<file path="config.mk">
export PLATFORM = sky130hd
export DESIGN_NAME = bitcoin_host_ctrl
export DESIGN_NICKNAME = d
export VERILOG_FILES = /design/src/rtl/bitcoin_host_ctrl.sv
export SDC_FILE = /design/constraint.sdc
export NUM_CORES = 2
export LEC_CHECK = 0
export CELL_PAD_IN_SITES_DETAIL_PLACEMENT = 0
export CELL_PAD_IN_SITES_GLOBAL_PLACEMENT = 1
export CORE_AREA = 2 2 369 371
export DETAILED_ROUTE_END_ITERATION = 16
export DIE_AREA = 0 0 371 373
export PLACE_DENSITY_LB_ADDON = 0.12
export REMOVE_ABC_BUFFERS = 1
export SYNTH_ARGS = -nofsm -noshare
export SYNTH_HDL_FRONTEND = slang
export SYNTH_SLANG_ARGS = --single-unit
</file>
<file path="constraint.sdc">
create_clock -name clk -period 5.4 [get_ports clk]
set_input_delay 0.54 -clock clk [delete_from_list [all_inputs] [get_ports clk]]
set_output_delay 0.54 -clock clk [all_outputs]
set_load 0.01 [all_outputs]
</file>
<file path="src/rtl/bitcoin_host_ctrl.sv">
// Host-bus loader and mining controller driving one external hash core.
// Loads a header, hashes once or searches nonces, streams result back.
module bitcoin_host_ctrl #(
  parameter int IN_W      = 16,
  parameter int OUT_W     = 8,
  parameter int BLOCK_W   = 640,
  parameter int HASH_W    = 256,
  parameter int NONCE_W   = 32,
  parameter int NONCE_LSB = 0,
  parameter int ZW        = 9,
  parameter int ADDR_W    = 6
) (
  input  logic               clk,
  input  logic               rst_n,
  input  logic               mode,
  input  logic [ZW-1:0]      target_zeros,
  input  logic [IN_W-1:0]    data_in,
  input  logic               ack,
  input  logic               restart,
  output logic [ADDR_W-1:0]  addr,
  output logic [OUT_W-1:0]   data_out,
  output logic               data_oe,
  output logic               rq,
  output logic               done,
  output logic               found,
  output logic               core_start,
  output logic [BLOCK_W-1:0] core_block,
  input  logic [HASH_W-1:0]  core_hash,
  input  logic               core_done
);

  localparam int NW = BLOCK_W / IN_W;
  localparam int NH = HASH_W / OUT_W;
  localparam int NN = NONCE_W / OUT_W;
  localparam int RW = HASH_W + NONCE_W;

  typedef enum logic [2:0] {
    LOAD, HASH_START, HASH_WAIT, CHECK, WRITE, IDLE
  } state_t;

  state_t state, state_d;

  logic [ADDR_W-1:0]  addr_d;
  logic [OUT_W-1:0]   data_out_d;
  logic               data_oe_d, rq_d, done_d, found_d;
  logic [BLOCK_W-1:0] core_block_d;
  logic [HASH_W-1:0]  hash_r, hash_d;
  logic               mode_r, mode_d;
  logic [ZW-1:0]      tz_r, tz_d;
  logic [NONCE_W-1:0] start_nonce, start_d;
  logic               ack_q;

  logic               ack_rise;
  logic [NONCE_W-1:0] nonce, nonce_nxt;
  logic [HASH_W-1:0]  mask;
  logic               hit;
  logic [RW-1:0]      result;
  logic [ADDR_W-1:0]  n_words, addr_inc;

  assign ack_rise  = ack & ~ack_q;
  assign nonce     = core_block[NONCE_LSB +: NONCE_W];
  assign nonce_nxt = nonce + NONCE_W'(1);
  // Shifting by >= HASH_W clears everything, so the mask covers all bits
  assign mask      = ~({HASH_W{1'b1}} >> tz_r);
  assign hit       = (hash_r & mask) == '0;
  assign result    = {hash_r, nonce};
  assign n_words   = mode_r ? ADDR_W'(NH + NN) : ADDR_W'(NH);
  assign addr_inc  = addr + ADDR_W'(1);

  always_comb begin
    state_d      = state;
    addr_d       = addr;
    data_oe_d    = data_oe;
    rq_d         = rq;
    done_d       = 1'b0;
    found_d      = found;
    core_block_d = core_block;
    hash_d       = hash_r;
    mode_d       = mode_r;
    tz_d         = tz_r;
    start_d      = start_nonce;
    unique case (state)
      LOAD: begin
        rq_d = 1'b1;
        // rq gating keeps an ack already high at reset exit from loading
        if (rq && ack_rise) begin
          for (int i = 0; i < NW; i++)
            if (addr == ADDR_W'(i))
              core_block_d[BLOCK_W-1-i*IN_W -: IN_W] = data_in;
          if (addr == ADDR_W'(NW - 1)) begin
            addr_d  = '0;
            rq_d    = 1'b0;
            mode_d  = mode;
            tz_d    = target_zeros;
            start_d = core_block_d[NONCE_LSB +: NONCE_W];
            state_d = HASH_START;
          end else begin
            addr_d = addr_inc;
          end
        end
      end
      HASH_START: state_d = HASH_WAIT;
      HASH_WAIT: begin
        if (core_done) begin
          hash_d  = core_hash;
          state_d = CHECK;
        end
      end
      CHECK: begin
        if (!mode_r || hit || nonce_nxt == start_nonce) begin
          found_d   = !mode_r || hit;
          done_d    = 1'b1;
          data_oe_d = 1'b1;
          rq_d      = 1'b1;
          addr_d    = '0;
          state_d   = WRITE;
        end else begin
          core_block_d[NONCE_LSB +: NONCE_W] = nonce_nxt;
          state_d = HASH_START;
        end
      end
      WRITE: begin
        if (rq && ack_rise) begin
          addr_d = addr_inc;
          if (addr_inc == n_words) begin
            rq_d      = 1'b0;
            data_oe_d = 1'b0;
            done_d    = 1'b1;
            state_d   = IDLE;
          end
        end
      end
      IDLE: begin
        done_d = 1'b1;
        if (restart) begin
          addr_d  = '0;
          done_d  = 1'b0;
          found_d = 1'b0;
          rq_d    = 1'b1;
          state_d = LOAD;
        end
      end
      default: state_d = LOAD;
    endcase

    data_out_d = data_out;
    if (state_d == WRITE)
      for (int k = 0; k < NH + NN; k++)
        if (addr_d == ADDR_W'(k))
          data_out_d = result[RW-1-k*OUT_W -: OUT_W];
  end

  always_ff @(posedge clk) begin
    if (!rst_n) begin
      state       <= LOAD;
      addr        <= '0;
      data_out    <= '0;
      data_oe     <= 1'b0;
      rq          <= 1'b0;
      done        <= 1'b0;
      found       <= 1'b0;
      core_start  <= 1'b0;
      core_block  <= '0;
      hash_r      <= '0;
      mode_r      <= 1'b0;
      tz_r        <= '0;
      start_nonce <= '0;
      ack_q       <= 1'b0;
    end else begin
      state       <= state_d;
      addr        <= addr_d;
      data_out    <= data_out_d;
      data_oe     <= data_oe_d;
      rq          <= rq_d;
      done        <= done_d;
      found       <= found_d;
      core_start  <= (state_d == HASH_START);
      core_block  <= core_block_d;
      hash_r      <= hash_d;
      mode_r      <= mode_d;
      tz_r        <= tz_d;
      start_nonce <= start_d;
      ack_q       <= ack;
    end
  end

endmodule

</file>
==> reports/qor.yml <==
status: "finished, final reports clean"
vdd_drop_max_mv: 0.283
drtIter0Drc: 5528
antenna_found_initial: 12
p_total_uw: 15400
synth_seq_area_share_pct: 44.9
detail_route.vias_per_cell: 5.57
synthMuxAreaShare_pct: 0.447
maxCapViolCount: 0
yosysWarnings: 0
portBuffers: 945
min_period_over_period_pct: 98.1
ys_ff_latch: 961
cts_root_buf: "clkbuf_16"
core_um2: 135000
syn-instance-count: 5896
gp_congestion: 1.07
num_vias: 50000
synth_top_family_by_area: "simple AND/OR/NAND/NOR gates"
setup_tns_ns: 0
die_w_um: 371
synthSimpleGateAreaFrac_pct: 24.7
drtPass1Iterations: 6
setup_viol: 0
grt_pass1_vias: 45800
clock_latency_ns: 0.76
clk_pin_slew_worst_paths_ns: 0.08
worst-setup-path-type: "register to register"
wire_per_inst_um: 29.9
ant_nets: 0
clock_sinks: 961
crit_path_cell_trace: "buf_12 -> a211o_1 -> a21o_1 -> a2111o_1 -> nor4_2 -> and4_1 -> nand4_1 -> or4_4 -> a21oi_4 -> buf_6 -> a22oi_2 -> nand2b_4 -> buf_4 -> buf_4 -> o31a_1 -> o32a_1 -> a21oi_2 -> o21ai_2 -> buf_4 -> a211oi_4 -> buf_4 -> o21ai_1"
drive_gt1_share_pct: 13.9
syn_to_final_growth_pct: 44.9
cts_tree: "built"
synthArstFlopShare_pct: 0
cp_max_fo: 19
nets: 7392
clock_path_buffers: 3
fin_skew_ns: 0.0642
grt_pass1_wl_mm: 368
cp.required_ns: 6.05
dieArea_um2: 138000
slowest_stage: "or4_4"
remaining_drc_errors: 0
synth-edff-count: 0
crit_top_cell: "buf_4"
die-height_um: 373
dp_hpwl_mm: 206
synthAdderAreaFrac_pct: 0.333
track_usage_pct: 37.0
synth_cell_types: 91
multiInputGateArea_um2: 22200
hold_class: "primary input to register"
utilization_pct: 46.1
synth_ff_type: "dfxtp_1"
crit_buf_inv: 6
power.leakage_uw: 0.0215
period_needed_ns: 5.30
worst_pin_slew_ns: 1.24
final_cell_mix: "nand2_1 (1978), a21oi_1 (1033), dfxtp_1 (954), clkdlybuf4s50_1 (929), buf_4 (611)"
ios: 946
crit_path_end_kind: "register"
h-tree-depth: 3
initial_core_util_pct: 31.8
finalWirelength_mm: 268
synth.avg_cell_area_um2: 7.26
regArea_um2: 19300
postCtsHoldBufs: 0
startpoint_type: "register"
fmax_mhz: 189
synth_xor_area_share_pct: 0.982
grt-ovfl-total: 0
core.rowCount: 135
n_fill_cell: 13600
arrival_ns: 5.95
slew_headroom_pct: 16.9
p_per_area_nw_per_um2: 248
slew_violations: 0
synth-compound-area-share_pct: 23.7
cts_made_buffers: 106
synth_area_um2: 42800
layout_commonest_cell: "nand2_1"
cp_top_family: "compound AO/OA/AOI/OAI gates"
slowest_delay_ns: 0.60
grt_max_degree: 204
hold_violations: 0
holdWs_ns: 0.175
-- worst min-delay path, cell delays in order --
cell,delay [ns]
buf_2,0.11
o221ai_1,0.12
a21oi_1,0.11
-- power breakdown --
group	internal, uW	switching, uW
sequential	7100	7.10
clock	4310	3240
combinational	279	456
-- cell usage after synthesis, types with 39 or more instances --
master    number  area, um^2
dfxtp_1      961       19200
nor2_1       206         773
o21ai_0      200        1000
nand2_1     1980        7430
nor4_1        49         307
clkbuf_1     431        1620
nand4_1       41         257
nor3_1        66         330
buf_1         39         146
o22ai_1       50         313
inv_1         49         184
a211oi_1      40         300
a21oi_1     1038        5190
nand3_1       79         395
-- sequential cells by signal, summed over array words and instances (netlist names) --
name and flops:
core_block 640, hash_r 256, start_nonce 32, tz_r 9
data_out 8, addr 6, state 3, ack_q 1
core_start 1, data_oe 1, done 1, found 1
mode_r 1, rq 1
-- final timing paths --
path / start / end / slack [ns] / cells past startpoint
setup / recovery: tz_r[1] / data_out[0] / 0.10 / 22
hold / removal: data_in[2] / core_block[18] / 0.18 / 3
setup reg to reg: tz_r[1] / data_out[0] / 0.10 / 22
hold reg to reg: core_block[284] / core_block[284] / 0.45 / 2
-- per-stage QoR --
step,cell area [um^2],worst slack (ns),cells
floorplan,40900,-11.48,5397
finish,62000,0.104,8971
global placement,57600,-1.07,8765
detailed placement,57600,-1.05,8765
CTS,61400,0.00339,8960
global route,62000,-0.00876,8969
-- final cells by class --
cell class              instances  share of cell area [%]
well taps                    1781                    3.59
clock inverters                32                   0.661
multi-input cells            4383                    35.7
clock buffers                 162                    5.13
flip-flops and latches        961                    31.0
repair buffers               1595                    23.5
inverters                      53                   0.333
diodes                          4                  0.0161
-- layer usage --
metal	share of wire, %	vias to the layer above	global-route usage, %
li1	-	22700	-
met1	40	24200	46.0
met2	47	2544	60.8
met3	7.4	582	6.29
met4	6.0	8	19.7
met5	0.021	-	0
-- cell families after synthesis --
logic type | Yosys count
AO/OA/AOI/OAI | 1725
XOR/XNOR | 48
adder cells (fa/ha/maj) | 13
buffers and inverters | 552
flip-flops | 961
multiplexers | 19
AND/OR/NAND/NOR | 2578
-- timing repair --
action	in CTS	in global routing
setup endpoints to repair	8	8
setup buffers	1	10
pin swaps	1	47
resized for setup	24	142
No activity file was read; power rests on OpenSTA's default activity.
